### config.mk
export PLATFORM = sky130hd
export DESIGN_NAME = result_denormalizer
export DESIGN_NICKNAME = d
export VERILOG_FILES = /design/src/rtl/result_denormalizer.sv
export SDC_FILE = /design/constraint.sdc
export NUM_CORES = 1
export LEC_CHECK = 0
export ABC_AREA = 1
export BUFFER_PORTS_ARGS = -buffer_cell sky130_fd_sc_hd__buf_4
export CAP_MARGIN = 25
export CELL_PAD_IN_SITES_DETAIL_PLACEMENT = 1
export CELL_PAD_IN_SITES_GLOBAL_PLACEMENT = 2
export CORE_ASPECT_RATIO = 0.5
export CORE_UTILIZATION = 27
export DETAILED_ROUTE_END_ITERATION = 7
export PLACE_DENSITY = 0.83
export SYNTH_ARGS = -nofsm -noshare
export SYNTH_HDL_FRONTEND = slang
export SYNTH_SLANG_ARGS = --single-unit
### constraint.sdc
create_clock -name clk -period 1.5 [get_ports clk]
set_input_delay 0.075 -clock clk [delete_from_list [all_inputs] [get_ports clk]]
set_output_delay 0.075 -clock clk [all_outputs]
set_load 0.05 [all_outputs]
### src/rtl/result_denormalizer.sv
// Restores a truncated product to full scale by left-shifting it once per cycle,
// by the total number of low bits that were dropped from both operands.
module result_denormalizer #(
    parameter int n_effective = 8,
    parameter int n_input     = 16
) (
    input  logic                   clk,
    input  logic                   rst,
    input  logic                   start,
    input  logic [2*n_effective-1:0] pin,
    input  logic [3:0]             sh1,
    input  logic [3:0]             sh2,
    output logic                   busy,
    output logic                   done,
    output logic [2*n_input-1:0]   pout
);

    localparam int PW    = 2 * n_effective;
    localparam int RW    = 2 * n_input;
    localparam int MAXSH = n_input - n_effective;
    // Sized so that the sum of both clamped counts can never wrap.
    localparam int CW    = $clog2(2 * MAXSH + 1);

    typedef enum logic [1:0] {
        S_IDLE  = 2'd0,
        S_SHIFT = 2'd1,
        S_DONE  = 2'd2
    } state_t;

    state_t          r_state;
    state_t          w_state_nxt;
    logic [CW-1:0]   r_cnt;
    logic [CW-1:0]   w_cnt_nxt;
    logic [RW-1:0]   r_res;
    logic [RW-1:0]   w_res_nxt;
    logic [CW-1:0]   w_eff1;
    logic [CW-1:0]   w_eff2;

    function automatic logic [CW-1:0] clamp_sh(input logic [3:0] sh);
        if (int'(sh) > MAXSH) begin
            return CW'(MAXSH);
        end else begin
            return CW'(sh);
        end
    endfunction

    assign w_eff1 = clamp_sh(sh1);
    assign w_eff2 = clamp_sh(sh2);

    always_ff @(posedge clk) begin
        if (rst) begin
            r_state <= S_IDLE;
            r_cnt   <= '0;
            r_res   <= '0;
        end else begin
            r_state <= w_state_nxt;
            r_cnt   <= w_cnt_nxt;
            r_res   <= w_res_nxt;
        end
    end

    always_comb begin
        w_state_nxt = r_state;
        w_cnt_nxt   = r_cnt;
        w_res_nxt   = r_res;
        unique case (r_state)
            S_IDLE: begin
                if (start) begin
                    w_res_nxt   = {{(RW-PW){1'b0}}, pin};
                    w_cnt_nxt   = w_eff1 + w_eff2;
                    w_state_nxt = S_SHIFT;
                end
            end
            S_SHIFT: begin
                if (r_cnt != '0) begin
                    w_res_nxt = {r_res[RW-2:0], 1'b0};
                    w_cnt_nxt = r_cnt - 1'b1;
                end else begin
                    w_state_nxt = S_DONE;
                end
            end
            S_DONE: begin
                w_state_nxt = S_IDLE;
            end
            default: begin
                w_state_nxt = S_IDLE;
            end
        endcase
    end

    // Status comes straight from the state register so start never reaches it combinationally.
    assign busy = (r_state != S_IDLE);
    assign done = (r_state == S_DONE);
    assign pout = r_res;

endmodule
## After elaboration in Yosys (flattened, before gate mapping)

Index checks and enable logic that the tools add are counted.
Widths: inputs -> output; s select.

- $add $sub $neg: 2
- Order comparisons: 2
- Equal/unequal tests: 5
- Multiplexer cells: 11
- Reductions and logical operators: 6

Operator list:

| cell | count |
|---|---|
| $mux 32 | 2 |
| $pmux 32 s2 | 1 |
| $mux 5 | 2 |
| $pmux 5 s2 | 1 |
| $gt 4x4->1 const B | 2 |
| $mux 4 | 2 |
| $ne 2x2->1 const B | 3 |
| $add 5x5->5 | 1 |
| $reduce_bool 5->1 | 1 |
| $sub 5x1->5 const B | 1 |
| $mux 2 | 2 |
| $pmux 2 s2 | 1 |
| $reduce_bool 2->1 | 2 |
| $reduce_and 3->1 | 1 |
| $eq 2x1->1 const B | 1 |
| $eq 2x2->1 const B | 1 |
| $logic_not 2->1 | 1 |
| $reduce_and 2->1 | 1 |

- Register bits after elaboration: 39
- Bits of input ports: 27
- Output and inout port bits: 34
- Logic and storage cells: 29

## Longest topological paths before layout

Gate-level depths: netlist (run 1).

- Depth in word-level cells: 5
- Depth in mapped cells: 12
- Gate-level depth less buffers: 11

## Worst setup path before layout (run 1)

OpenSTA, ideal clock, no wires.

- Path type: reg-to-reg
- Start: register r_cnt[0]
- End: register r_res[15], in the netlist pout[15]
- Library setup time: 68 ps
- Arrival time: 1282 ps
- Required time: 1432 ps
- Slack: 150 ps
- Cell stages (with the launch flop): 12
- Buffers on the path: 1
- Period minus slack after synthesis: 1350 ps
- Cell sequence: dfxtp_1 -> inv_1 -> ha_1 -> inv_1 -> nor2_1 -> nand2_2 -> nand2_4 -> nand2_4 -> nor2_8 -> buf_6 -> nand2_1 -> o21ai_2

- Cells in the longest elaborated chain, start to end: 3

RTL lines:

| item | line | text |
|---|---|---|
| start: declaration | 32 | `logic [CW-1:0] r_cnt;` |
| start signal: assignment | 57 | `r_cnt <= w_cnt_nxt;` |
| $reduce_bool 5->1 | 75 | `if (r_cnt != '0) begin` |
| $ne 2x2->1 (no source line) | n/a |  |
| $reduce_and 3->1 (no source line) | n/a |  |
| end signal: assignment | 58 | `r_res <= w_res_nxt;` |
| end: declaration | 34 | `logic [RW-1:0] r_res;` |

Every way passes these cells.
A chain may end at the register's enable or synchronous reset.

## Final worst setup path (run 1)

- Start: register r_cnt[1]
- End: register r_res[26], in the netlist pout[26]

The elaborated chain is that of the path after synthesis.

==> results of run 1 <==
sequential cells by signal, indices dropped and copies added, names as in the netlist:
signal and count:
pout 32, r_cnt 5, r_state 2
critical path, stage by stage (launching register included):
cell and delay [ns]:
dfxtp_1 0.36, inv_2 0.06, ha_1 0.17, inv_1 0.07, nor2_2 0.04, nand2_2 0.09
nand2_4 0.08, nand2_8 0.10, nand2_8 0.08, clkbuf_16 0.19, o21ai_2 0.13
cell usage in the layout, fill, tap and decap left out, drive strengths merged, types with 2 or more instances in the layout:
master,instances
a21oi,4
buf,70
clkbuf,7
dfxtp,39
ha,6
inv,18
mux2i,6
nand2,125
nand3,6
nor2,17
o21ai,29
xor2,2
timing repair:
item	4_1_cts	5_1_grt
pin swaps	0	1
setup buffers	0	2
endpoints found under the setup margin	1	35
cloned	0	1
resized for setup	1	10
how the worst max path moves through the flow:
| stage | end | slack [ns] | depth (start not counted) |
|---|---|---|---|
| floorplan | pout[15] | 0.15 | 11 |
| global placement | r_cnt[4] | 0.05 | 10 |
| detailed placement | r_cnt[4] | 0.004 | 11 |
| CTS | pout[10] | 0.002 | 10 |
| global route | pout[12] | -0.009 | 11 |
| finish | pout[26] | 0.07 | 10 |
metal layers:
metal / wire length, microns / up-vias / track usage, %
met2: 2600 / 30 / 24.3
met4: 48 / 0 / 4.57
met1: 2330 / 854 / 16.4
met5: 0 / - / 0
met3: 174 / 5 / 3.01
li1: - / 964 / -
where the power goes:
| part | leakage (nW) | total [mW] | internal [mW] | switching [mW] |
|---|---|---|---|---|
| sequential | 0.318 | 1.21 | 1.13 | 0.0805 |
| combinational | 0.978 | 1.18 | 0.433 | 0.746 |
| clock | 0.0868 | 1.25 | 0.827 | 0.420 |
| total | 1.38 | 3.64 | 2.39 | 1.25 |
area by class of cell:
type	count	area, sq um
clock buffers	6	139
clock inverters	2	35.0
fillers	831	4080
inverters	18	70.1
multi-input cells	198	1050
flip-flops and latches	39	782
well taps	92	115
repair buffers	71	592
cell families (layout without fill, tap and decap cells):
logic type / Yosys count / in the layout / synth area share, %
AND/OR/NAND/NOR: 150 / 150 / 31.3
flip-flops: 39 / 39 / 39.7
AO/OA/AOI/OAI: 33 / 33 / 12.2
buffers and inverters: 29 / 97 / 8.01
adder cells (fa/ha/maj): 7 / 7 / 4.83
multiplexers: 6 / 6 / 3.05
XOR/XNOR: 2 / 2 / 0.890
through the flow:
stage,hold slack [ns],power [mW],worst slack [ns],utilization [%],instance area (sq um)
floorplan,0.154,2.00,0.150,-,1970
global route,0.0348,3.84,-0.00931,40.6,2780
detailed placement,0.333,2.34,0.00401,37.1,2540
finish,0.0346,3.64,0.0718,40.6,2780
global placement,0.330,2.31,0.0539,37.1,2540
CTS,0.0384,3.60,0.00195,39.6,2720
==> impl_metrics.json, run 1 <==
{
  "status": "completed",
  "dieArea_sq_um": 7660,
  "seq_area_frac_synth_pct": 39.7,
  "netlist.top_cell.by_area": "dfxtp_1",
  "syn_to_final_growth_pct": 41.4,
  "synth_warnings": 0,
  "gp_congestion": 0.741,
  "rows": 21,
  "hold_viol": 0,
  "tns_ns": 0,
  "drt_iter0_drc": 33,
  "synth.area.top_cells": "dfxtp_1 (40%), nand2_1 (23%), o21ai_2 (8.9%)",
  "cts_root_buf": "clkbuf_16",
  "drt-pass1-iter-count": 4,
  "via_per_inst": 4.35,
  "grt_pass1_wl_microns": 8320,
  "worstSkewPairLatency_ns": 0.28,
  "initial_core_util_pct": 28.7,
  "remaining_drc_errors": 0,
  "p_leak_nw": 1.38,
  "grt_setup_unrepaired": "true",
  "globalRouteTotalUtil_pct": 13.7,
  "cp.arrival_ns": 1.65,
  "worst_pin_slew_ns": 0.271,
  "syn_avg_cell_area_sq_um": 7.40,
  "routed_wl_microns": 5150,
  "clkSinkCount": 39,
  "grt_pass1_vias": 1853,
  "layoutNonFillerInstCount": 426,
  "num-nets-final": 367,
  "synth_cell_types": 22,
  "r2r-end": "pout[26]",
  "synth.ff_latch_count": 39,
  "grt-ovfl-total": 0,
  "power_density_nw_per_um2": 1310,
  "whs_endpoint": "r_state[1]",
  "rr_worst_depth": 10,
  "cts_buffers": 5,
  "syn_inst": 266,
  "cp-start-kind": "register",
  "cts_tree": "built",
  "rrSetupSlack_ns": 0.07,
  "finalMaxSlewViolations": 0,
  "die_y_microns": 62.4,
  "critical_path_required_ns": 1.72,
  "yosysMostFrequentCell": "nand2_1",
  "num_antenna_cells": 0,
  "synth_area_sq_um": 1970,
  "port_buffers": 60,
  "wire_per_inst_microns": 12.1,
  "peakVddDrop_v": 0.000474,
  "period_share_pct": 95.2,
  "ys.flop_type": "dfxtp_1",
  "slew_headroom_pct": 81.9,
  "grt_max_degree": 25,
  "synth_edf_count": 0,
  "synth.top_cell.area_share_pct": 39.7,
  "dp_hpwl_microns": 3650,
  "hp-start": "rst",
  "r2r_start": "r_cnt[1]",
  "ios": 61,
  "drv_cap": 0,
  "clkTransAtPathRegs_ns": 0.06,
  "async_flop_share_pct": 0,
  "min_period_ns": 1.43,
  "critPathKind": "reg -> reg",
  "synth_nets": 300,
  "synthTopCellsByCount": "nand2_1 (121), dfxtp_1 (39), o21ai_2 (20), inv_1 (16), nor2_1 (16)",
  "finalSetupViolCount": 0,
  "hold_depth": 2,
  "crit_path_start": "r_cnt[1]",
  "skew_ns": 0.00306,
  "core_sq_um": 6860,
  "die_w_microns": 123,
  "dp_cells": 415,
  "antenna_found_initial": 0,
  "htree_num_levels": 2,
  "ant_nets": 0,
  "cp-end-kind": "register",
  "fmax_mhz": 700,
  "cts_hold_buf": 0,
  "final_layout_size_suffix_gt1_share_pct": 32.9,
  "cts_max_path_buffers": 2,
  "worstPathMaxFanout": 11,
  "hp-class": "in -> reg",
  "vias": 1853
}
No activity file was read; power rests on OpenSTA's default activity.
==> run 2, diff against run 1 <==
Settings changed: ABC_AREA 1 to unset, CORE_UTILIZATION 27 to 29, SKIP_LAST_GASP set to 1.
==> impl_metrics.json, run 2 <==
{
  "layout_common_cells": "buf_4 (81), dfxtp_1 (37), nand2_1 (35)",
  "peakVddDrop_v": 0.000466,
  "layoutNonFillerInstCount": 366,
  "ant_nets": 0,
  "cts_tree": "built",
  "skew_ns": 0.00510,
  "final_layout_size_suffix_gt1_share_pct": 50.0,
  "seq_area_frac_synth_pct": 42.3,
  "port_buffers": 60,
  "die_y_microns": 58.4,
  "synth.top_cell.area_share_pct": 42.3,
  "synth_cell_types": 38,
  "crit_slowest_cell": "dfxtp_2",
  "synth_edf_count": 0,
  "worstPathMaxFanout": 16,
  "drt_iter0_drc": 39,
  "status": "finished with violations",
  "cts_buffers": 5,
  "syn_inst": 194,
  "p_sw_share_pct": 38.4,
  "num-nets-final": 311,
  "drv_cap": 0,
  "worst_pin_slew_ns": 0.330,
  "ys.flop_type": "dfxtp_1",
  "dp_cells": 355,
  "hp-class": "in -> reg",
  "syn_avg_cell_area_sq_um": 9.52,
  "hold_ws_ns": 0.0716,
  "clkTransAtPathRegs_ns": 0.06,
  "largest_reg_flops": 32,
  "die_w_microns": 115,
  "cp-end-kind": "register",
  "wire_per_inst_microns": 14.1,
  "grt_max_degree": 22,
  "via_per_inst": 4.72,
  "critPathKind": "reg -> reg",
  "htree_num_levels": 2,
  "worstSkewPairLatency_ns": 0.28,
  "remaining_drc_errors": 0,
  "num_antenna_cells": 0,
  "async_flop_share_pct": 0,
  "critPathMostFrequentCell": "buf_12",
  "slew_headroom_pct": 77.9,
  "cts_root_buf": "clkbuf_16",
  "cp-start-kind": "register",
  "p_leak_nw": 1.24,
  "hold_viol": 0,
  "core_sq_um": 6110,
  "drt-pass1-iter-count": 4,
  "pre_cts_ws_ns": -0.365,
  "synthTopCellsByCount": "dfxtp_1 (39), nand2_1 (35), nor2_1 (20), a22o_1 (16), a311oi_2 (12)",
  "placed_area_sq_um": 2540,
  "gp_congestion": 0.787,
  "globalRouteTotalUtil_pct": 16.6,
  "grt_pass1_vias": 1804,
  "setup_ws_ns": -0.0108,
  "finalSetupViolCount": 9,
  "syn_to_final_growth_pct": 54.1,
  "violations": "negative setup slack",
  "initial_core_util_pct": 30.2,
  "antenna_found_initial": 0,
  "switchingPower_mw": 1.61,
  "yosysMostFrequentCell": "dfxtp_1",
  "synth_warnings": 0,
  "cp.arrival_ns": 1.74,
  "fin_area_sq_um": 2850,
  "finalMaxSlewViolations": 0,
  "grt_setup_unrepaired": "true",
  "vias": 1728,
  "crit_path_cell_trace": "inv_2 -> ha_4 -> nor4b_4 -> a21oi_4 -> buf_12 -> nor2_4 -> buf_12 -> a22o_1",
  "netlist.top_cell.by_area": "dfxtp_1",
  "synth.ff_latch_count": 39,
  "dp_hpwl_microns": 3800,
  "grt_pass1_wl_microns": 8560,
  "ios": 61,
  "cts_hold_buf": 0,
  "period_share_pct": 101,
  "min_period_ns": 1.51,
  "power_density_nw_per_um2": 1470,
  "p_comb_share_pct": 43.8,
  "cts_max_path_buffers": 2,
  "synth_area_sq_um": 1850,
  "routed_wl_microns": 5150,
  "p_int_mw": 2.57,
  "p_clk_share_pct": 24.8,
  "synth_nets": 228,
  "fmax_mhz": 662,
  "rows": 20,
  "seqPwrFrac_pct": 31.4,
  "grt-ovfl-total": 0,
  "synth.area.top_cells": "dfxtp_1 (42%), a311oi_2 (9.8%), a22o_1 (7.6%)",
  "slowest_delay_ns": 0.32,
  "clkSinkCount": 39,
  "dieArea_sq_um": 6710,
  "critical_path_required_ns": 1.72,
  "layout_commonest_cell": "buf_4"
}
run 2: through the flow:
stage / util [%] / total power [mW] / TNS, ns
floorplan: - / 2.36 / 0
global placement: 41.6 / 2.89 / -4.24
detailed placement: 41.6 / 2.93 / -7.63
CTS: 46.4 / 4.19 / -0.231
global route: 46.6 / 4.41 / -3.44
finish: 46.6 / 4.18 / -0.0377
run 2: cell type report:
cell class / instances / area [sq um]
fill: 716 / 3260
multi-input combinational: 138 / 1070
sequential: 39 / 783
timing repair buffer: 87 / 711
clock buffer: 5 / 125
tap: 88 / 110
inverter: 6 / 22.5
clock inverter: 3 / 20.0
run 2: kinds of logic after synthesis:
logic type      Yosys count  synth area share (%)
buf+inv                  17                  5.01
flops                    39                  42.3
fa+ha+maj                 7                  5.15
xor+xnor                  1                 0.474
compound gates           49                  25.6
simple gates             81                  21.5
run 2: timing repair:
action	in CTS	in global routing
buffers inserted	3	1
endpoints found under the setup margin	37	37
resized for setup	29	4
pin swaps	4	1
run 2: worst max-delay path: cells and delay by family (launching register included):
kind	cells	cell delay (ns)
compound gates	2	0.25
fa+ha+maj	1	0.13
buf+inv	3	0.36
flops	1	0.32
simple gates	2	0.38
run 2: final timing paths:
path / depth (start not counted) / slack (ns) / to / from
max reg2reg: 8 / -0.01 / pout[25] / r_cnt[0]
min reg2reg: 1 / 0.48 / pout[31] / pout[31]
max: 8 / -0.01 / pout[25] / r_cnt[0]
min: 3 / 0.07 / pout[12] / pin[12]
run 2: power groups by stage:
stage               Combinational, mW  Sequential, mW  Clock [mW]
floorplan                       0.731            1.63           0
global placement                 1.59            1.30           0
detailed placement               1.62            1.31           0
CTS                              1.82            1.30        1.06
global route                     1.96            1.33        1.12
finish                           1.83            1.31        1.04
run 2: layer usage:
metal / share of wire (%) / routed length, microns / vias to the layer above / track usage, %
li1: - / - / 856 / -
met1: 44 / 2270 / 836 / 19.0
met2: 51 / 2640 / 32 / 31.4
met3: 3.9 / 203 / 4 / 4.02
met4: 0.78 / 40 / 0 / 4.64
met5: 0 / 0 / - / 0
